===== src/rtl/dec_addr_sequencer_if.sv =====
// rtl/dec_addr_sequencer_if.sv - control/status bundle between the dec4 address sequencer and its controller
interface dec_addr_sequencer_if;
    logic       start;
    logic       stop;
    logic       load;
    logic [3:0] load_addr;
    logic [3:0] A;
    logic       busy;
    logic       sample;
    logic       done;

    modport master (
        output start, stop, load, load_addr,
        input  A, busy, sample, done
    );

    modport slave (
        input  start, stop, load, load_addr,
        output A, busy, sample, done
    );
endinterface


===== src/rtl/dec_addr_sequencer.sv =====
// rtl/dec_addr_sequencer.sv - dec4 select scanner with dwell, sample strobe and done pulse
// Optional wrap-around scanning is enabled by defining SEQ_CONTINUOUS_EN.
module dec_addr_sequencer #(
    parameter int         DWELL      = 3,
    parameter logic [3:0] FIRST_ADDR = 4'd0,
    parameter logic [3:0] LAST_ADDR  = 4'd15
) (
    input  logic                  clk,
    input  logic                  rst_n,
    dec_addr_sequencer_if.slave   seq
);
    localparam int              CW       = (DWELL > 1) ? $clog2(DWELL) : 1;
    localparam logic [CW-1:0]   CNT_LAST = CW'(DWELL - 1);

    typedef enum logic [1:0] {
        IDLE = 2'd0,
        RUN  = 2'd1,
        DONE = 2'd2
    } state_t;

    state_t        state, state_nxt;
    logic [CW-1:0] dwell_cnt, cnt_nxt;
    logic [3:0]    addr, addr_nxt;
    logic          busy_q, sample_q, done_q;
    logic          busy_nxt, sample_nxt, done_nxt;

    always_ff @(posedge clk or negedge rst_n) begin
        if (!rst_n) begin
            state     <= IDLE;
            dwell_cnt <= '0;
            addr      <= FIRST_ADDR;
            busy_q    <= 1'b0;
            sample_q  <= 1'b0;
            done_q    <= 1'b0;
        end else begin
            state     <= state_nxt;
            dwell_cnt <= cnt_nxt;
            addr      <= addr_nxt;
            busy_q    <= busy_nxt;
            sample_q  <= sample_nxt;
            done_q    <= done_nxt;
        end
    end

    always_comb begin
        state_nxt = state;
        cnt_nxt   = dwell_cnt;
        addr_nxt  = addr;
        done_nxt  = 1'b0;
        case (state)
            IDLE: begin
                if (seq.start && !seq.stop) begin
                    state_nxt = RUN;
                    addr_nxt  = FIRST_ADDR;
                    cnt_nxt   = '0;
                end else if (seq.load) begin
                    addr_nxt = seq.load_addr;
                end
            end
            RUN: begin
                if (seq.stop) begin
                    state_nxt = IDLE;
                    cnt_nxt   = '0;
                end else if (dwell_cnt == CNT_LAST) begin
                    cnt_nxt = '0;
                    if (addr != LAST_ADDR) begin
                        addr_nxt = addr + 4'd1;
                    end else begin
                        done_nxt = 1'b1;
`ifdef SEQ_CONTINUOUS_EN
                        addr_nxt  = FIRST_ADDR;
`else
                        state_nxt = DONE;
`endif
                    end
                end else begin
                    cnt_nxt = dwell_cnt + CW'(1);
                end
            end
            DONE: begin
                state_nxt = IDLE;
            end
            default: begin
                state_nxt = IDLE;
                cnt_nxt   = '0;
            end
        endcase
        // Strobes are registered, so they are derived from the state being entered.
        busy_nxt   = (state_nxt == RUN);
        sample_nxt = (state_nxt == RUN) && (cnt_nxt == CNT_LAST);
    end

    assign seq.A      = addr;
    assign seq.busy   = busy_q;
    assign seq.sample = sample_q;
    assign seq.done   = done_q;
endmodule


===== src/flat_wrapper.sv =====
// flat-port wrapper written by rule: the top's interface ports become plain ports
module dec_addr_sequencer_flat 
#(
    parameter int         DWELL      = 3,
    parameter logic [3:0] FIRST_ADDR = 4'd0,
    parameter logic [3:0] LAST_ADDR  = 4'd15
)
  (clk, rst_n, seq_start, seq_stop, seq_load, seq_load_addr, seq_A, seq_busy, seq_sample, seq_done);
  dec_addr_sequencer_if seq_i ();
  input  logic clk;
  input  logic rst_n;
  input wire logic [$bits(seq_i.start)-1:0] seq_start;
  input wire logic [$bits(seq_i.stop)-1:0] seq_stop;
  input wire logic [$bits(seq_i.load)-1:0] seq_load;
  input wire logic [$bits(seq_i.load_addr)-1:0] seq_load_addr;
  output wire logic [$bits(seq_i.A)-1:0] seq_A;
  output wire logic [$bits(seq_i.busy)-1:0] seq_busy;
  output wire logic [$bits(seq_i.sample)-1:0] seq_sample;
  output wire logic [$bits(seq_i.done)-1:0] seq_done;
  assign seq_i.start = seq_start;
  assign seq_i.stop = seq_stop;
  assign seq_i.load = seq_load;
  assign seq_i.load_addr = seq_load_addr;
  assign seq_A = seq_i.A;
  assign seq_busy = seq_i.busy;
  assign seq_sample = seq_i.sample;
  assign seq_done = seq_i.done;
  dec_addr_sequencer #(.DWELL(DWELL), .FIRST_ADDR(FIRST_ADDR), .LAST_ADDR(LAST_ADDR)) u_core (.clk(clk), .rst_n(rst_n), .seq(seq_i));
endmodule

===== config.mk =====
export PLATFORM = sky130hd
export DESIGN_NAME = dec_addr_sequencer_flat
export DESIGN_NICKNAME = d
export VERILOG_FILES = /design/src/rtl/dec_addr_sequencer_if.sv /design/src/rtl/dec_addr_sequencer.sv /design/src/flat_wrapper.sv
export SDC_FILE = /design/constraint.sdc
export NUM_CORES = 1
export LEC_CHECK = 0
export CAP_MARGIN = 20
export CORE_AREA = 10 10 47 49
export DETAILED_ROUTE_END_ITERATION = 10
export DIE_AREA = 0 0 57 59
export GPL_TIMING_DRIVEN = 1
export HOLD_SLACK_MARGIN = 0.02
export PLACE_DENSITY = 0.74
export REMOVE_ABC_BUFFERS = 1
export SETUP_SLACK_MARGIN = 0.1
export SYNTH_ARGS = -nofsm -noshare
export SYNTH_HDL_FRONTEND = slang
export SYNTH_SLANG_ARGS = --single-unit

===== constraint.sdc =====
create_clock -name clk -period 1.65 [get_ports clk]
set_input_delay 0.165 -clock clk [delete_from_list [all_inputs] [get_ports clk]]
set_output_delay 0.165 -clock clk [all_outputs]
set_load 0.01 [all_outputs]

==> reports/results.tsv, run 1 <==
stage	metric	value	unit
yosys	Seq/Total Area, Yosys	0.502	
flow_run	maxcap violations	0	
floorplan	Die H	59	um
pwr	VDD IR max	0.623	mV
clock_tree	CTS H-tree lvls	1	
critical_path	CP Data Arrival Time	1730	ps
route	Antenna Nets Post-Route	0	
final_layout	Filler cells	128	
placement	dpl ws	-99.5	ps
yosys	Cells after Synth	45	
grt	vias in the first global route	464	
sta	RSZ-0062 raised after global routing	true	
critical_path	CP Capture Type	flop	
sta	Slew HR	0.674	
sta	fin worst setup slack	76.9	ps
route	Routed WL	1330	um
clock_tree	Worst-Skew Late Latency	270	ps
yosys	Netlist cell types	24	
grt	initial antenna violation count	0	
pwr	Internal Power	0.595	mW
clock_tree	TritonCTS buffer count	3	
run_status	status	complete, no violations	
critical_path	r2r setup slk	80	ps
floorplan	Starting Density	0.391	
floorplan	Horiz. Die Dim	57	um
final_layout	nets	85	
route	DRC Markers	0	
clock_tree	clk sinks	11	
hold_path	Worst Hold Class	primary input to async pin	
yosys	#FFs+latches synth	11	
placement	Final HPWL DP	969	um
sta	count of final hold-check violations	0	
sta	final worst-path cycle share	0.953	
pwr	Pwr Density	990	nW/um^2
critical_path	Worst Path Required	1800	ps
pwr	Leakage	0.404	nW
critical_path	crit path buf inv count	1	
clock_tree	Max Root-Sink Buffers	2	
placement	routability cong.	0.784	
clock_tree	CTS tree	built	
pwr	Switching Share	0.287	
grt	grt total ovfl	0	
sta	clock skew	0.611	ps
clock_tree	Clk pin slew, worst setup/hold paths	70	ps
grt	GRT Util Overall	0.0806	
final_layout	most frequent cells in the layout	14 x clkdlybuf4s50_1, 10 x buf_4, 10 x dfrtp_1	
critical_path	Cell Chain, Critical Path	ha_2 > and3_4 > o41ai_4 > buf_4 > mux2_4	
final_layout	design area	843	um^2
pwr	P_sw	0.240	mW
route	Routed wire per std cell	14.8	um
critical_path	cell count of the worst reg-to-reg path	5	
critical_path	worst-path fanout max	2	
floorplan	die area	3360	um^2
floorplan	core footprint	1400	um^2
route	DR vias	465	
final_layout	most common cell after layout, fill and taps aside	clkdlybuf4s50_1	
placement	DP Area	756	um^2
critical_path	Crit-path slowest cell	dfrtp_1	
final_layout	Sequential Area	277	um^2
pwr	final total power	0.835	mW
clock_tree	CTS root buf	clkbuf_4	
route	Iter 0 DRT Violations	1	
final_layout	share of cells above drive strength 1	0.297	
critical_path	worst r2r dst	u_core.seq.A[1]	
sta	actual slew at the worst max-slew pin	487	ps
pwr	sequential power share	0.416	
pwr	clock share of power	0.216	
sta	Max Freq	0.636	GHz
route	drt pass-1 iters	4	
critical_path	R2R Path Start	u_core.seq.A[0]	
yosys	Avg Synthesized Cell Area	12.2	um^2
clock_tree	Post-CTS Hold Buffers	0	
yosys	Syn. warnings	0	
critical_path	Crit path largest cell delay	390	ps
grt	wire length of the first global-routing pass	2080	um
sta	Setup Viol. Count Final	0	
final_layout	P&R area growth vs syn	53.9	%
final_layout	Util after Layout	0.602	
critical_path	Setup CP Type	flop to flop	
final_layout	ANT cells	0	
sta	Slew Limit Fails	0	
sta	Tmin final	1570	ps
critical_path	startpoint types	flop	
route	Vias/cell	5.17	
critical_path	CP delay by family, top	flip-flops	
critical_path	CP Launch Point	u_core.seq.A[0]	
pwr	Gate power share	0.368	
yosys	post-synthesis instance area	548	um^2
floorplan	num rows	14	
final_layout	area of the multi-input gates	285	um^2
floorplan	io pins	16	
placement	port bufs	15	
grt	largest net degree at the start of global routing	12	
## cell usage after synthesis
cell / number / share of area
a22o_1: 3 / 0.048
a21oi_1: 1 / 0.0091
nand2_1: 1 / 0.0068
and3_1: 1 / 0.011
xor2_1: 1 / 0.016
mux2i_1: 1 / 0.018
a2111oi_0: 2 / 0.032
o41ai_4: 1 / 0.050
nor2_1: 3 / 0.021
inv_1: 2 / 0.014
nand2_2: 1 / 0.011
a22oi_1: 1 / 0.014
nor2_4: 1 / 0.021
dfrtp_1: 11 / 0.50
xnor2_1: 1 / 0.016
nand3_1: 1 / 0.0091
nor3b_1: 2 / 0.027
o21ai_1: 1 / 0.0091
and2b_1: 3 / 0.041
o31ai_1: 1 / 0.014
a21o_1: 1 / 0.014
nor2b_1: 1 / 0.011
mux2_1: 3 / 0.062
ha_1: 1 / 0.023
## logic make-up (layout without fill, tap and decap cells)
kind of cell / Yosys count / in the layout / share of synthesized area
multiplexers: 4 / 4 / 0.0799
AND/OR/NAND/NOR: 14 / 14 / 0.160
adder cells (fa/ha/maj): 1 / 1 / 0.0228
buffers and inverters: 2 / 31 / 0.0137
flip-flops: 11 / 11 / 0.502
AO/OA/AOI/OAI: 11 / 11 / 0.190
XOR/XNOR: 2 / 2 / 0.0320
## per-stage QoR
step	hold slack, ps	TNS, ps	cells
3_3_place_gp	491	-161	81
6_report	226	0	90
5_1_grt	250	0	90
4_1_cts	246	0	88
2_1_floorplan	-131	0	45
3_5_place_dp	490	-319	81
## repair_timing
item	4_1_cts	5_1_grt
setup endpoints to repair	5	5
gates resized for setup	5	3
pin swaps	2	2
buffers inserted	3	2
## sequential cells by signal (all words and copies together), names as in the netlist
register           cells
u_core.seq.A           4
u_core.dwell_cnt       2
u_core.state           2
u_core.seq.busy        1
u_core.seq.done        1
u_core.seq.sample      1
## power by group through the flow
stage	logic [mW]	clock network, mW	registers (mW)
global route	0.331	0.203	0.353
CTS	0.287	0.187	0.345
global placement	0.243	0	0.348
detailed placement	0.251	0	0.348
finish	0.307	0.180	0.347
floorplan	0.0962	0	0.361
## area by class of cell
class | instances | area share
multi-input cells | 32 | 0.338
flip-flops and latches | 11 | 0.328
repair buffers | 25 | 0.270
clock buffers | 4 | 0.0312
well taps | 16 | 0.0237
inverters | 2 | 0.00890
## worst max-delay path by stage
stage,endpoint,cells after the start,slack [ps]
2_1_floorplan,u_core.seq.A[1],4,50
3_3_place_gp,u_core.seq.A[3],5,-60
3_5_place_dp,u_core.seq.A[1],5,-100
4_1_cts,u_core.seq.A[2],5,50
5_1_grt,seq_A[0],3,50
6_report,u_core.seq.A[1],5,80
## per-layer routing
metal	vias to the layer above	GRT usage	wire, um
met4	0	0.0403	17
li1	226	-	-
met1	228	0.0814	563
met3	2	0.0408	67
met2	9	0.135	684
met5	-	0	0
(Power assumes the default switching activity.)
==> run 2, diff against run 1 <==
==> constraint.sdc (replaced) <==
create_clock -name clk -period 1.45 [get_ports clk]
set_input_delay 0.145 -clock clk [delete_from_list [all_inputs] [get_ports clk]]
set_output_delay 0.145 -clock clk [all_outputs]
set_load 0.01 [all_outputs]
==> reports/results.tsv, run 2 (synthesis gave the netlist of run 1 again) <==
stage	metric	value	unit	change
pwr	Switching Share	0.292		was 0.287
critical_path	Setup CP Type	flop to flop		unchanged
route	Iter 0 DRT Violations	3		was 1
sta	actual slew at the worst max-slew pin	509	ps	was 487 ps
sta	RSZ-0062 raised after global routing	true		unchanged
critical_path	Crit path largest cell delay	400	ps	was 390 ps
hold_path	Worst Hold Class	primary input to async pin		unchanged
sta	clock skew	1.50	ps	was 0.611 ps
clock_tree	Worst-Skew Late Latency	260	ps	was 270 ps
sta	Slew HR	0.660		was 0.674
critical_path	CP Capture Type	flop		unchanged
critical_path	Cell Chain, Critical Path	ha_2 > and3_4 > o41ai_4 > buf_4 > mux2_4		unchanged
placement	Final HPWL DP	1080	um	was 969 um
sta	fin worst setup slack	-111	ps	was 76.9 ps
final_layout	nets	95		was 85
critical_path	worst r2r dst	u_core.seq.A[1]		unchanged
grt	wire length of the first global-routing pass	2180	um	was 2080 um
floorplan	Die H	59	um	unchanged
pwr	clock share of power	0.206		was 0.216
pwr	Leakage	0.465	nW	was 0.404 nW
clock_tree	CTS tree	built		unchanged
clock_tree	Clk pin slew, worst setup/hold paths	70	ps	about the same
critical_path	CP Data Arrival Time	1710	ps	was 1730 ps
floorplan	die area	3360	um^2	unchanged
final_layout	most frequent cells in the layout	20 x buf_4, 11 x clkdlybuf4s50_1, 11 x dfrtp_1		was 14 x clkdlybuf4s50_1, 10 x buf_4, 10 x dfrtp_1
critical_path	worst-path fanout max	4		was 2
run_status	status	finished with violations		was complete, no violations
grt	largest net degree at the start of global routing	12		unchanged
final_layout	ANT cells	0		unchanged
critical_path	R2R Path Start	u_core.seq.A[0]		unchanged
final_layout	max reg flops	4		unchanged
flow_run	maxcap violations	0		unchanged
sta	count of final hold-check violations	0		unchanged
critical_path	cell count of the worst reg-to-reg path	5		unchanged
clock_tree	CTS H-tree lvls	1		unchanged
route	DR vias	483		was 465
route	DRC Markers	0		unchanged
sta	Slew Limit Fails	0		unchanged
sta	final hold slack	222	ps	was 226 ps
critical_path	r2r setup slk	-110	ps	was 80 ps
pwr	P_sw	0.287	mW	was 0.240 mW
critical_path	Crit-path slowest cell	dfrtp_1		unchanged
final_layout	Util after Layout	0.672		was 0.602
final_layout	most common cell after layout, fill and taps aside	buf_4		was clkdlybuf4s50_1
grt	initial antenna violation count	0		unchanged
grt	GRT Util Overall	0.0811		was 0.0806
sta	Tmin final	1560	ps	was 1570 ps
floorplan	core footprint	1400	um^2	unchanged
route	Routed WL	1320	um	was 1330 um
placement	port bufs	15		unchanged
clock_tree	Max Root-Sink Buffers	2		unchanged
clock_tree	TritonCTS buffer count	3		unchanged
floorplan	Horiz. Die Dim	57	um	unchanged
placement	routability cong.	0.787		was 0.784
route	Vias/cell	4.83		was 5.17
route	Antenna Nets Post-Route	0		unchanged
grt	vias in the first global route	507		was 464
sta	Max Freq	0.640	GHz	was 0.636 GHz
run_status	failing checks	negative setup slack		
pwr	final total power	0.982	mW	was 0.835 mW
clock_tree	clk sinks	11		unchanged
floorplan	io pins	16		unchanged
critical_path	Worst Path Required	1600	ps	was 1800 ps
final_layout	share of cells above drive strength 1	0.429		was 0.297
critical_path	startpoint types	flop		unchanged
sta	Setup Viol. Count Final	6		was 0
pwr	Gate power share	0.413		was 0.368
pwr	sequential power share	0.382		was 0.416
clock_tree	CTS root buf	clkbuf_4		unchanged
sta	final worst-path cycle share	1.08		was 0.953
pwr	VDD IR max	0.599	mV	was 0.623 mV
pwr	Internal Power	0.695	mW	was 0.595 mW
floorplan	num rows	14		unchanged
floorplan	Starting Density	0.391		unchanged
clock_tree	Post-CTS Hold Buffers	0		unchanged
pwr	Pwr Density	1040	nW/um^2	was 990 nW/um^2
route	Routed wire per std cell	13.2	um	was 14.8 um
route	drt pass-1 iters	2		was 4
final_layout	P&R area growth vs syn	71.9	%	was 53.9%
sta	setup TNS	-422	ps	was 0 ps
grt	grt total ovfl	0		unchanged
[run 2: cell count changes in the layout (fill, tap and decap cells not counted), sizes merged]
cell           change
clkinv             +1
buf               +10
clkdlybuf4s50      -3
dlygate4sd2        +3
dlymetal6s2s       -1
[run 2: worst max-delay path: cells and delay by family (launching register included)]
kind	cells	cell delay, ps
DFF	1	400
muxes	1	300
adders and majority gates	1	200
AOI/OAI and AO/OA	1	200
buffers and inverters	1	190
and+or+nand+nor	1	160
[run 2: per-stage QoR]
stage	instance area (um^2)	setup WS (ps)	cells
detailed placement	831	-270	91
finish	942	-111	100
global route	942	-151	100
floorplan	548	-148	45
global placement	831	-227	91
CTS	907	-144	98
[run 2: per-layer routing]
metal | track usage | wire length (um) | up-vias
li1 | - | - | 246
met1 | 0.0876 | 588 | 230
met2 | 0.135 | 686 | 5
met3 | 0.0193 | 24 | 2
met4 | 0.0604 | 25 | 0
met5 | 0 | 0 | -
[run 2: what timing repair did]
action | CTS | global route
endpoints found under the hold margin | 0 | 0
endpoints found under the setup margin | 12 | 9
buffers inserted | 3 | 2
gates resized for setup | 13 | 5
pin swaps | 4 | 2
[run 2: power groups by stage]
stage / logic (mW) / clock network, mW / registers [mW]
after global routing: 0.436 / 0.227 / 0.379
final: 0.405 / 0.202 / 0.375
after floorplan: 0.109 / 0 / 0.410
after CTS: 0.388 / 0.209 / 0.373
after detailed placement: 0.356 / 0 / 0.378
after global placement: 0.343 / 0 / 0.376
[run 2: layout make-up]
class	count	area [um^2]
Fill cell	106	459
Multi-Input combinational cell	32	320
Timing Repair Buffer	35	292
Sequential cell	11	275
Clock buffer	3	22.5
Tap cell	16	20.0
Inverter	2	7.51
Clock inverter	1	5.00
[run 2: worst max path at each step]
stage | start | to | slack [ps] | cells after the start
after CTS | u_core.seq.A[1] | u_core.seq.A[2] | -140 | 5
final | u_core.seq.A[0] | u_core.seq.A[1] | -110 | 5
after detailed placement | seq_stop | u_core.seq.A[2] | -270 | 5
after floorplan | u_core.seq.A[0] | u_core.seq.A[1] | -150 | 4
after global placement | seq_stop | u_core.seq.A[2] | -230 | 5
after global routing | u_core.seq.A[0] | u_core.seq.A[2] | -150 | 5
